**config.mk**
```make
export PLATFORM = sky130hd
export DESIGN_NAME = wave_event_capture
export DESIGN_NICKNAME = d
export VERILOG_FILES = /design/src/rtl/wave_event_capture.sv
export SDC_FILE = /design/constraint.sdc
export NUM_CORES = 1
export LEC_CHECK = 0
export ABC_AREA = 1
export BUFFER_PORTS_ARGS = -buffer_cell sky130_fd_sc_hd__buf_2
export CORE_MARGIN = 10
export CORE_UTILIZATION = 60
export CTS_BUF_LIST = sky130_fd_sc_hd__clkbuf_8
export DETAILED_ROUTE_END_ITERATION = 8
export HOLD_SLACK_MARGIN = 0.02
export PLACE_DENSITY = 0.86
export SLEW_MARGIN = 15
export SYNTH_ARGS = -nofsm -noshare
export SYNTH_HDL_FRONTEND = slang
export SYNTH_SLANG_ARGS = --single-unit
```
**constraint.sdc**
```tcl
create_clock -name CLK_P -period 2.75 [get_ports CLK_P]
set_clock_uncertainty 0.05 [all_clocks]
set_input_delay 0.55 -clock CLK_P [delete_from_list [all_inputs] [get_ports CLK_P]]
set_output_delay 0.55 -clock CLK_P [all_outputs]
set_load 0.005 [all_outputs]
```
**src/rtl/wave_event_capture.sv**
```systemverilog
// wave_event_capture: dual-channel signal-present interval capture.
// Each channel measures start timestamp, length and peak |PD - midscale| of
// every HAVE-high interval, parks the closed event in a one-deep pending slot,
// and a round-robin arbiter feeds a single registered valid/ready output.
//
// Ports:
//   CLK_P, RESET_N            clock, async active-low reset
//   PD_A/PD_B, HAVE_A/HAVE_B  offset-binary samples and signal-present flags
//   EVT_VALID/EVT_READY       output handshake
//   EVT_CH/PEAK/LEN/TS/TRUNC  event record (channel, peak, length, start ts, truncated)
//   DROP_CNT                  saturating count of events lost to a full pending slot
module wave_event_capture #(
  parameter int unsigned MIN_LEN = 4,
  parameter int unsigned MAX_LEN = 4095
) (
  input  logic        CLK_P,
  input  logic        RESET_N,
  input  logic [13:0] PD_A,
  input  logic [13:0] PD_B,
  input  logic        HAVE_A,
  input  logic        HAVE_B,
  output logic        EVT_VALID,
  input  logic        EVT_READY,
  output logic        EVT_CH,
  output logic [13:0] EVT_PEAK,
  output logic [11:0] EVT_LEN,
  output logic [31:0] EVT_TS,
  output logic        EVT_TRUNC,
  output logic [7:0]  DROP_CNT
);

  localparam int unsigned PD_W   = 14;
  localparam int unsigned LEN_W  = 12;
  localparam int unsigned TS_W   = 32;
  localparam int unsigned DROP_W = 8;
  localparam int unsigned NCH    = 2;

  localparam logic [PD_W-1:0]   MIDSCALE  = PD_W'(8192);
  localparam logic [LEN_W-1:0]  MAX_LEN_C = LEN_W'(MAX_LEN);
  localparam logic [DROP_W-1:0] DROP_MAX  = '1;

  typedef enum logic [1:0] {
    ST_IDLE     = 2'd0,
    ST_RUN      = 2'd1,
    ST_WAIT_LOW = 2'd2
  } state_e;

  typedef struct packed {
    logic             ch;
    logic [PD_W-1:0]  peak;
    logic [LEN_W-1:0] len;
    logic [TS_W-1:0]  ts;
    logic             trunc;
  } evt_t;

  // Unsigned distance from midscale; PD = 0 yields the maximum 8192.
  function automatic logic [PD_W-1:0] mag_of(input logic [PD_W-1:0] pd);
    return (pd >= MIDSCALE) ? (pd - MIDSCALE) : (MIDSCALE - pd);
  endfunction

  logic [TS_W-1:0]   ts_q;
  state_e            state_q    [NCH];
  state_e            state_d    [NCH];
  evt_t              acc_q      [NCH];
  evt_t              acc_d      [NCH];
  evt_t              close_rec  [NCH];
  logic              close_c    [NCH];
  logic              keep_c     [NCH];
  logic              have       [NCH];
  logic [PD_W-1:0]   mag        [NCH];
  logic              pend_vld_q [NCH];
  logic              pend_vld_d [NCH];
  evt_t              pend_q     [NCH];
  evt_t              pend_d     [NCH];
  logic              grant      [NCH];
  logic              drop_c     [NCH];
  logic              out_vld_q, out_vld_d;
  evt_t              out_q, out_d;
  logic              rr_q, rr_d;
  logic              out_free, both_pend;
  logic [DROP_W-1:0] drop_q, drop_d;
  logic [DROP_W:0]   drop_sum;

  assign have[0] = HAVE_A;
  assign have[1] = HAVE_B;
  assign mag[0]  = mag_of(PD_A);
  assign mag[1]  = mag_of(PD_B);

  // Free-running timestamp.
  always_ff @(posedge CLK_P or negedge RESET_N) begin
    if (!RESET_N) ts_q <= '0;
    else          ts_q <= ts_q + TS_W'(1);
  end

  // Per-channel interval FSM: next state, accumulator update and close detection.
  always_comb begin
    for (int c = 0; c < NCH; c++) begin
      state_d[c]   = state_q[c];
      acc_d[c]     = acc_q[c];
      close_rec[c] = acc_q[c];
      close_c[c]   = 1'b0;
      keep_c[c]    = 1'b0;
      case (state_q[c])
        ST_IDLE: begin
          if (have[c]) begin
            state_d[c]     = ST_RUN;
            acc_d[c].ch    = 1'(c);
            acc_d[c].ts    = ts_q;
            acc_d[c].len   = LEN_W'(1);
            acc_d[c].peak  = mag[c];
            acc_d[c].trunc = 1'b0;
          end
        end
        ST_RUN: begin
          // A sample arriving at MAX_LEN closes the event without being counted.
          if (!have[c] || (acc_q[c].len == MAX_LEN_C)) begin
            close_c[c]         = 1'b1;
            close_rec[c].trunc = have[c];
            state_d[c]         = have[c] ? ST_WAIT_LOW : ST_IDLE;
          end else begin
            acc_d[c].len = acc_q[c].len + LEN_W'(1);
            if (mag[c] > acc_q[c].peak) acc_d[c].peak = mag[c];
          end
        end
        ST_WAIT_LOW: begin
          if (!have[c]) state_d[c] = ST_IDLE;
        end
        default: state_d[c] = ST_IDLE;
      endcase
      keep_c[c] = close_c[c] && (32'(close_rec[c].len) >= MIN_LEN);
    end
  end

  // Arbitration, output register load, pending slot refill and drop counting.
  always_comb begin
    out_free  = !out_vld_q || EVT_READY;
    both_pend = pend_vld_q[0] && pend_vld_q[1];
    grant[0]  = out_free && pend_vld_q[0] && (!pend_vld_q[1] || !rr_q);
    grant[1]  = out_free && pend_vld_q[1] && (!pend_vld_q[0] ||  rr_q);
    rr_d      = (out_free && both_pend) ? !rr_q : rr_q;

    out_vld_d = out_vld_q && !EVT_READY;
    out_d     = out_q;
    if (grant[0]) begin
      out_vld_d = 1'b1;
      out_d     = pend_q[0];
    end else if (grant[1]) begin
      out_vld_d = 1'b1;
      out_d     = pend_q[1];
    end

    for (int c = 0; c < NCH; c++) begin
      // A slot granted this cycle counts as empty for a same-cycle close.
      pend_vld_d[c] = pend_vld_q[c] && !grant[c];
      pend_d[c]     = pend_q[c];
      drop_c[c]     = 1'b0;
      if (keep_c[c]) begin
        if (!pend_vld_d[c]) begin
          pend_vld_d[c] = 1'b1;
          pend_d[c]     = close_rec[c];
        end else begin
          drop_c[c] = 1'b1;
        end
      end
    end

    drop_sum = {1'b0, drop_q} + (DROP_W+1)'(drop_c[0]) + (DROP_W+1)'(drop_c[1]);
    drop_d   = (drop_sum > (DROP_W+1)'(DROP_MAX)) ? DROP_MAX : drop_sum[DROP_W-1:0];
  end

  // State registers.
  always_ff @(posedge CLK_P or negedge RESET_N) begin
    if (!RESET_N) begin
      for (int c = 0; c < NCH; c++) begin
        state_q[c]    <= ST_IDLE;
        acc_q[c]      <= '0;
        pend_vld_q[c] <= 1'b0;
        pend_q[c]     <= '0;
      end
      out_vld_q <= 1'b0;
      out_q     <= '0;
      rr_q      <= 1'b0;
      drop_q    <= '0;
    end else begin
      for (int c = 0; c < NCH; c++) begin
        state_q[c]    <= state_d[c];
        acc_q[c]      <= acc_d[c];
        pend_vld_q[c] <= pend_vld_d[c];
        pend_q[c]     <= pend_d[c];
      end
      out_vld_q <= out_vld_d;
      out_q     <= out_d;
      rr_q      <= rr_d;
      drop_q    <= drop_d;
    end
  end

  assign EVT_VALID = out_vld_q;
  assign EVT_CH    = out_q.ch;
  assign EVT_PEAK  = out_q.peak;
  assign EVT_LEN   = out_q.len;
  assign EVT_TS    = out_q.ts;
  assign EVT_TRUNC = out_q.trunc;
  assign DROP_CNT  = drop_q;

endmodule
```
# == After elaboration in Yosys (flattened, before gate mapping) ==
# Index checks and enable logic that the tools add are counted.
# totals
reg_bits,344
in_bits,33
elab_cells,142
# op_classes
add_sub_neg,9
order_cmp,7
n_eq_ne,16
muxes,39
n_bitwise,2
reduce_logical,40
# op_table
operator,count
$mux W60,2
$mux W59,2
$pmux W26 S2,2
$mux W14,4
$mux W26,2
$add A32 B1 Y32 const B,1
$ge A14 B14 Y1 const B,2
$gt A14 B14 Y1,2
$sub A14 B14 Y14 const A,2
$sub A14 B14 Y14 const B,2
$add A12 B1 Y12 const B,2
$eq A12 B12 Y1 const B,2
$ge A12 B3 Y1 const B,2
$ne A2 B2 Y1 const B,10
$mux W1,16
$mux W2,8
$pmux W2 S3,2
$reduce_and A3 Y1,4
$logic_and A1 B1 Y1,11
$add A8 B1 Y9,1
$add A9 B1 Y9,1
$gt A9 B8 Y1 const B,1
$logic_not A1 Y1,9
$mux W8,1
8 further kinds,22

# == Logic depth before layout (Yosys ltp) ==
# Gate-level depths: netlist of run 1.
# logic_depth
depth_word,12
depth_mapped,22
depth_no_buf,21

# == Least setup slack after synthesis of run 1 ==
# Ideal clock, no wire load.
# synth_timing
path_kind,input to register
startpoint,in PD_B[0]
endpoint,reg acc_q[45] (netlist bit)
setup_time_ns,0.066
arrival_time_ns,2.609
t_required_ns,2.634
slack_ns,0.024
stages,17
n_path_buf,1
cell_sequence,inv_1 > ha_1 > nand3_1 > o21ai_0 > nand2_1 > nand2_1 > nand2_1 > ha_1 > nand4_1 > nor2_1 > nand2_1 > nand2_1 > nand2_1 > nand2_1 > clkbuf_1 > nand3_1 > nand2_1
# synth_via
elab_chain_cells,5
# synth_rtl
element,line_no,source
start: declaration,19,"input logic [13:0] PD_B,"
$sub A14 B14 Y14 or $ge A14 B14 Y1 (tied branches),58,return (pd >= MIDSCALE) ? (pd - MIDSCALE) : (MIDSCALE - pd);
$mux W14 *,58,
$gt A14 B14 Y1 or $mux W14 (tied branches),122,if (mag[c] > acc_q[c].peak) acc_d[c].peak = mag[c];
$ne A2 B2 Y1 (no source line) or $mux W26 (tied branches),--,
$reduce_and A4 Y1 (no source line) or $pmux W26 S2 (tied branches),--,
end signal: indexed assignment,187,acc_q[c] <= acc_d[c];
end: declaration,64,evt_t acc_q [NCH];
# Every way passes the cells marked *; elsewhere a longest branch is shown, timed or not. The select of a mux whose other input is x is not followed.
# A chain may end at the register's enable or synchronous reset.

# == Final worst setup path of run 1 ==
# layout_timing
startpoint,reg acc_q[93] (netlist bit)
endpoint,reg acc_q[97] (netlist bit)
# layout_via
elab_chain_cells,4
# layout_rtl
element
"parallel branches: the longest is 4 deep, another holds $add A12 B1 Y12"
# Several ways; the timed one is not identified. The select of a mux whose other input is x is not followed.

==> results of run 1 <==
==> cell usage in the layout (no fill, tap or decap), types with 9 or more instances in the layout <==
master / count
nand2_1: 433
dfrtp_1: 344
o21ai_0: 245
inv_1: 242
nor2_1: 144
nand3_1: 128
buf_2: 100
buf_4: 70
clkbuf_8: 67
o21ai_1: 62
xor2_1: 46
ha_1: 33
o21ai_2: 32
a21oi_1: 28
nor3_1: 26
nand4_1: 22
nand3b_1: 15
nand2_2: 14
buf_12: 10
clkinv_2: 9
==> per-stage QoR <==
step	TNS [ns]	setup WS [ns]	hold WS, ns	util, %
5_1_grt	-0.928	-0.0707	0.225	70.1
3_3_place_gp	-5.40	-0.251	0.384	64.7
4_1_cts	-0.00630	-0.00330	0.198	69.4
6_report	0	0.0459	0.219	70.1
3_5_place_dp	-9.19	-0.392	0.402	64.7
2_1_floorplan	0	0.0245	0.204	-
==> layer usage <==
layer	part of all wire [%]	wire, um
met1	40	16400
met2	51	20800
met3	5.4	2180
met4	3.4	1370
met5	0	0
==> what timing repair did <==
item,CTS,global route
gates resized for setup,18,33
hold endpoints to repair,63,0
pin swaps,10,15
setup endpoints to repair,8,35
buffers inserted,15,9
cloned,0,2
hold buffers,1,0
==> logic make-up (layout without fill, tap and decap cells) <==
family	Yosys count	after routing	synth area share (%)
AO/OA/AOI/OAI	372	372	12.3
XOR/XNOR	48	48	2.59
adder cells (fa/ha/maj)	37	37	2.89
buffers and inverters	314	516	8.09
flip-flops	344	344	53.0
other	0	1	0
AND/OR/NAND/NOR	810	810	21.2
==> sequential cells by signal, summed over array words and instances (netlist names) <==
name and cells:
DROP_CNT 8, EVT_CH 1, EVT_LEN 12, EVT_PEAK 14
EVT_TRUNC 1, EVT_TS 32, EVT_VALID 1, acc_q 117
pend_q 119, pend_vld_q 2, rr_q 1, state_q 4
ts_q 32
==> worst min-delay path by stage <==
stage	depth (start not counted)	from	end	slack, ns
3_3_place_gp	2	acc_q[59]	acc_q[59]	0.38
2_1_floorplan	0	RESET_N	DROP_CNT[0]	0.20
5_1_grt	3	HAVE_B	state_q[1]	0.23
3_5_place_dp	2	acc_q[59]	acc_q[59]	0.40
4_1_cts	3	HAVE_B	state_q[1]	0.20
6_report	3	HAVE_B	state_q[1]	0.22
==> area by class of cell <==
type | count | share of cell area, %
sequential | 344 | 45.8
multi-input combinational | 1267 | 34.5
timing repair buffer | 186 | 6.99
clock buffer | 67 | 4.91
inverter | 231 | 4.67
tap | 341 | 2.27
clock inverter | 31 | 0.792
timing repair inverter | 1 | 0.0399
antenna | 1 | 0.0133
==> power groups by stage <==
stage | sequential, mW | clock, mW | combinational (mW)
final | 6.48 | 4.23 | 3.86
after global routing | 6.56 | 4.52 | 4.33
after CTS | 6.45 | 4.29 | 3.75
after detailed placement | 6.52 | 0 | 3.65
after global placement | 6.48 | 0 | 3.48
after floorplan | 6.40 | 0 | 2.34
==> Yosys cell counts, drive strengths merged (26+ instances only) <==
cell,count
buf,39
xor2,46
nor2,156
inv,229
ha,36
nor3,26
a21oi,28
dfrtp,344
nand3,132
o21ai,339
nand2,452
clkbuf,44
==> worst max-delay path: stages (launching register included) <==
cell	delay, ns
dfrtp_1	0.39
ha_2	0.20
nand2_2	0.08
nor2_4	0.05
nand2_2	0.09
nor2_4	0.05
nand2_2	0.09
nand2_2	0.08
buf_4	0.13
buf_4	0.12
buf_4	0.12
buf_4	0.12
buf_4	0.12
buf_4	0.13
buf_4	0.12
buf_4	0.13
inv_4	0.06
nand2_4	0.06
nand2_8	0.11
buf_8	0.13
nand2_1	0.06
a21oi_1	0.13
==> flow_metrics.tcl, run 1 <==
set metrics [dict create \
    outcome "finished, final reports clean" \
    grt-ovfl-total 0 \
    slew_headroom_pct 49.9 \
    endpoint "acc_q[97]" \
    finalInstanceArea_sq_mm 0.0188 \
    multi_input_area_sq_mm 0.00649 \
    yosys.area.top_type_share_pct 53.0 \
    grt_pass1_wl_um 66400 \
    combPwrFrac_pct 26.5 \
    synth-main-ff-cell "dfrtp_1" \
    end_kind "flop" \
    synthCells 1925 \
    crit_required_ns 3.22 \
    row_count 60 \
    clockBufferDepth 3 \
    core_area_sq_mm 0.0268 \
    grt.met1_usage_pct 28.5 \
    p_leak_nw 9.36 \
    hold_viol_final 0 \
    async_reset_ff_share_pct 100 \
    area_growth_pct 15.6 \
    ff2ff_setup_slack_ns 0.05 \
    fillers 1939 \
    use_met2_pct 40.4 \
    final_max_slew_viol_count 0 \
    report.power.total_mw 14.6 \
    finalCritPeriodShare_pct 98.3 \
    p_sw_share_pct 35.1 \
    arrival_ns 3.17 \
    start_kind "flop" \
    instances_no_fill 2469 \
    p_int_mw 9.47 \
    synthTopCellsByArea "dfrtp_1, nand2_1, o21ai_0" \
    clk_latency_ns 0.62 \
    ys_warn_count 0 \
    synth-seq-cells 344 \
    grt-busiest-layer "met2" \
    r2r_cells 21 \
    netlist_area_sq_mm 0.0163 \
    fmax_ghz 0.370 \
    r2r-start "acc_q[93]" \
    synth_area_leader_cell "dfrtp_1" \
    vdd.ir_drop.worst_mv 0.530 \
    boundaryPins 102 \
    clkTransAtPathRegs_ns 0.07 \
    drc 0 \
    cts_root_buffer "clkbuf_8" \
    via_count 13900 \
    yosysSeqAreaShare_pct 53.0 \
    die_w_um 185 \
    die_y_um 185 \
    hold_class "input pin to flop" \
    avgSynthCellArea_sq_um 8.44 \
    seqPwrFrac_pct 44.5 \
    htree_levels 2 \
    portBuffers 101 \
    synth_edf_count 0 \
    nNetsFinal 2155 \
    drt_iter0_drc 1190 \
    synth_nets 1995 \
    antenna_found_initial 1 \
    cts_tree "done" \
    drive_above_1_share_pct 16.4 \
    finalSetupViolations 0 \
    cts_num_sinks 344 \
    min_period_ns 2.70 \
    drt-vias-per-instance 5.64 \
    p_sw_mw 5.11 \
    numCtsBuffers 54 \
    drt-total-wl_um 40800 \
    synth.distinct_cells 38 \
    wl_per_cell_um 16.5 \
    setup.worst_path.class "flop to flop" \
    register_area_sq_mm 0.00861 \
    place_inst 2344 \
    r2r-end "acc_q[97]" \
    first_pass_iters 6 \
    antenna_left 0 \
    grt_pass1_vias 13800 \
    gp_congestion 0.951 \
    place_area_sq_mm 0.0173 \
    track_usage_pct 23.5 \
    start_util_pct 60.7 \
    tightest_slew_ns 0.752 \
    place_hpwl_um 26700 \
    maxCapViolCount 0 \
    met3_usage_pct 3.64 \
    p_per_area_mw_per_mm2 776 \
    rsz0062_at_grt "yes" \
    p_clk_share_pct 29.0 \
    cp-startpoint "acc_q[93]" \
    crit_path_max_fanout 7 \
    grt_start_max_net_pins 76 \
    dieArea_sq_mm 0.0341 \
]
Power figures use the tool's default switching activity.
==> run 2, diff against run 1 <==
--- a/config.mk
+++ b/config.mk
@@ -5,8 +5,8 @@
 export SDC_FILE = /design/constraint.sdc
 export NUM_CORES = 1
 export LEC_CHECK = 0
-export ABC_AREA = 1
 export BUFFER_PORTS_ARGS = -buffer_cell sky130_fd_sc_hd__buf_2
+export CAP_MARGIN = 20
 export CORE_MARGIN = 10
 export CORE_UTILIZATION = 60
 export CTS_BUF_LIST = sky130_fd_sc_hd__clkbuf_8
==> run 2 against run 1 <==
The run now ends with negative setup slack left; critical endpoint is now acc_q[47]; largest power group unchanged; final area is essentially flat; hold slack gained 0.041 ns; highest routed layer unchanged; cell count shrank 21%; maximum frequency shrank 7.4%; critical path depth shrank 7; power grew 5.4%.
==> flow_metrics.tcl, run 2 <==
set metrics [dict create \
    outcome "finished, violations left" \
    violations "negative setup slack" \
    crit_required_ns 3.19 \
    p_clk_share_pct 27.3 \
    htree_levels 2 \
    netlist_area_sq_mm 0.0157 \
    yosys.area.top_type_share_pct 54.8 \
    min_period_ns 2.92 \
    avgSynthCellArea_sq_um 11.4 \
    synth_most_common_cell "dfrtp_1" \
    seqPwrFrac_pct 44.2 \
    boundaryPins 102 \
    cts_tree "done" \
    start_kind "input pin" \
    r2r-end "DROP_CNT[6]" \
    p_int_mw 10.3 \
    synth_nets 1444 \
    whs_ns 0.260 \
    setup_tns_ns -0.931 \
    wl_per_cell_um 19.2 \
    worst_slack_ns -0.169 \
    synth_common_cells "dfrtp_1, mux2_2, nor2_1, a21oi_1, nand2_1" \
    slew_headroom_pct 56.7 \
    hold_viol_final 0 \
    endpoint "acc_q[47]" \
    grt-ovfl-total 0 \
    antenna_left 0 \
    die_w_um 182 \
    cts_root_buffer "clkbuf_8" \
    via_count 11600 \
    yosysSeqAreaShare_pct 54.8 \
    clkTransAtPathRegs_ns 0.07 \
    fmax_ghz 0.343 \
    crit_path_top_delay_cell "a2111oi_4" \
    synth_area_leader_cell "dfrtp_1" \
    cts_num_sinks 344 \
    layout_commonest_cell "dfrtp_1" \
    place_inst 1851 \
    track_usage_pct 22.0 \
    finalCritPeriodShare_pct 106 \
    final_max_slew_viol_count 0 \
    tightest_slew_ns 0.648 \
    critPathMaxStageDelay_ns 0.40 \
    dp_slack_ns -0.542 \
    instances_no_fill 1949 \
    r2r-start "acc_q[43]" \
    core_area_sq_mm 0.0259 \
    p_sw_mw 5.07 \
    drt_iter0_drc 1061 \
    maxCapViolCount 0 \
    synth_edf_count 0 \
    synthCells 1374 \
    drive_above_1_share_pct 31.6 \
    setup.worst_path.class "input pin to flop" \
    end_kind "flop" \
    drc 0 \
    nNetsFinal 1653 \
    grt_pass1_vias 11900 \
    antenna_found_initial 1 \
    largest_reg_flops 119 \
    drt-total-wl_um 37500 \
    path_cells "buf_2 > inv_4 > ha_4 > nor3b_4 > a41oi_1 > xor2_1 > ha_1 > nand4_1 > buf_4 > nor2_2 > a2111oi_4 > a31oi_4 > buf_4 > mux2_4" \
    synth-seq-cells 344 \
    finalSetupViolations 19 \
    fillers 1644 \
    drt-vias-per-instance 5.93 \
    area_growth_pct 19.6 \
    gp_congestion 0.903 \
    report.power.total_mw 15.4 \
    numCtsBuffers 53 \
    r2r_cells 9 \
    start_util_pct 60.6 \
    hold_class "input pin to flop" \
    clockBufferDepth 3 \
    clk_latency_ns 0.61 \
    ys_warn_count 0 \
    synthTopCellsByArea "dfrtp_1, mux2_2, mux2i_1" \
    grt_pass1_wl_um 60600 \
    cp-startpoint "PD_B[1]" \
    min-delay-start "HAVE_A" \
    crit_path_max_fanout 7 \
    die_y_um 182 \
    p_leak_nw 9.48 \
    dieArea_sq_mm 0.0330 \
    grt_start_max_net_pins 120 \
    synth.distinct_cells 56 \
    ff2ff_setup_slack_ns -0.07 \
    layout_common_cells "dfrtp_1, mux2_2, buf_4" \
    registers.top_by_ff_count "pend_q" \
    reg_top3 "pend_q (119), acc_q (117)" \
    first_pass_iters 7 \
    combPwrFrac_pct 28.5 \
    arrival_ns 3.36 \
    p_per_area_mw_per_mm2 818 \
    async_reset_ff_share_pct 100 \
    synth-main-ff-cell "dfrtp_1" \
    portBuffers 101 \
    place_hpwl_um 24600 \
    rsz0062_at_grt "yes" \
    path_common_cell "buf_4" \
    vdd.ir_drop.worst_mv 0.463 \
    p_sw_share_pct 33.0 \
    row_count 59 \
]
[run 2: layout make-up]
cell class              count  area [sq um]  area share (%)
clock inverters            20           140           0.746
diodes                      1          2.50          0.0133
clock buffers              65           895            4.76
well taps                 335           419            2.23
repair buffers            228          1610            8.59
multi-input cells         905          6890            36.7
inverters                  51           216            1.15
flip-flops and latches    344          8610            45.8
[run 2: metal layers]
| layer | wire length [um] | track usage, % |
|---|---|---|
| met5 | 0 | 0 |
| met4 | 964 | 7.32 |
| met3 | 2210 | 4.31 |
| met2 | 18500 | 36.6 |
| met1 | 15800 | 28.4 |
[run 2: what timing repair did]
action                                 in CTS  in global routing
resized for setup                           9                  9
pin swaps                                   4                  8
hold buffers                                1                  0
setup buffers                               2                  9
setup endpoints to repair                   8                 16
endpoints found under the hold margin      66                  0
[run 2: worst min path at each step]
stage	to	slack, ns	cells past startpoint
CTS	acc_q[93]	0.23	3
detailed placement	acc_q[59]	0.41	1
finish	acc_q[93]	0.26	3
floorplan	DROP_CNT[0]	0.20	0
global route	state_q[3]	0.29	3
global placement	acc_q[59]	0.40	1
[run 2: logic make-up (layout without fill, tap and decap cells)]
group / count (synthesis) / in the layout / synth area share (%)
XOR/XNOR: 69 / 69 / 3.85
AND/OR/NAND/NOR: 344 / 344 / 10.4
buffers and inverters: 125 / 364 / 3.43
flip-flops: 344 / 344 / 54.8
AO/OA/AOI/OAI: 231 / 231 / 8.75
other: 0 / 1 / 0
adder cells (fa/ha/maj): 37 / 37 / 3.00
multiplexers: 224 / 224 / 15.8
[run 2: power by group through the flow]
| stage | combinational (mW) | clock, mW | sequential, mW |
|---|---|---|---|
| detailed placement | 4.25 | 0 | 6.84 |
| CTS | 4.34 | 4.25 | 6.78 |
| global route | 4.84 | 4.47 | 6.89 |
| floorplan | 2.58 | 0 | 6.69 |
| finish | 4.37 | 4.20 | 6.79 |
| global placement | 4.08 | 0 | 6.77 |
[run 2: through the flow]
step	utilization, %	cell area (sq um)
floorplan	-	16000
global placement	67.8	17600
detailed placement	67.8	17600
CTS	72.0	18700
global route	72.5	18800
finish	72.5	18800
[run 2: worst max-delay path: cells and delay by family]
kind	cells	cell delay [ns]
buf+inv	4	0.53
compound gates	3	0.76
simple gates	3	0.51
fa+ha+maj	2	0.42
mux	1	0.29
xor+xnor	1	0.28
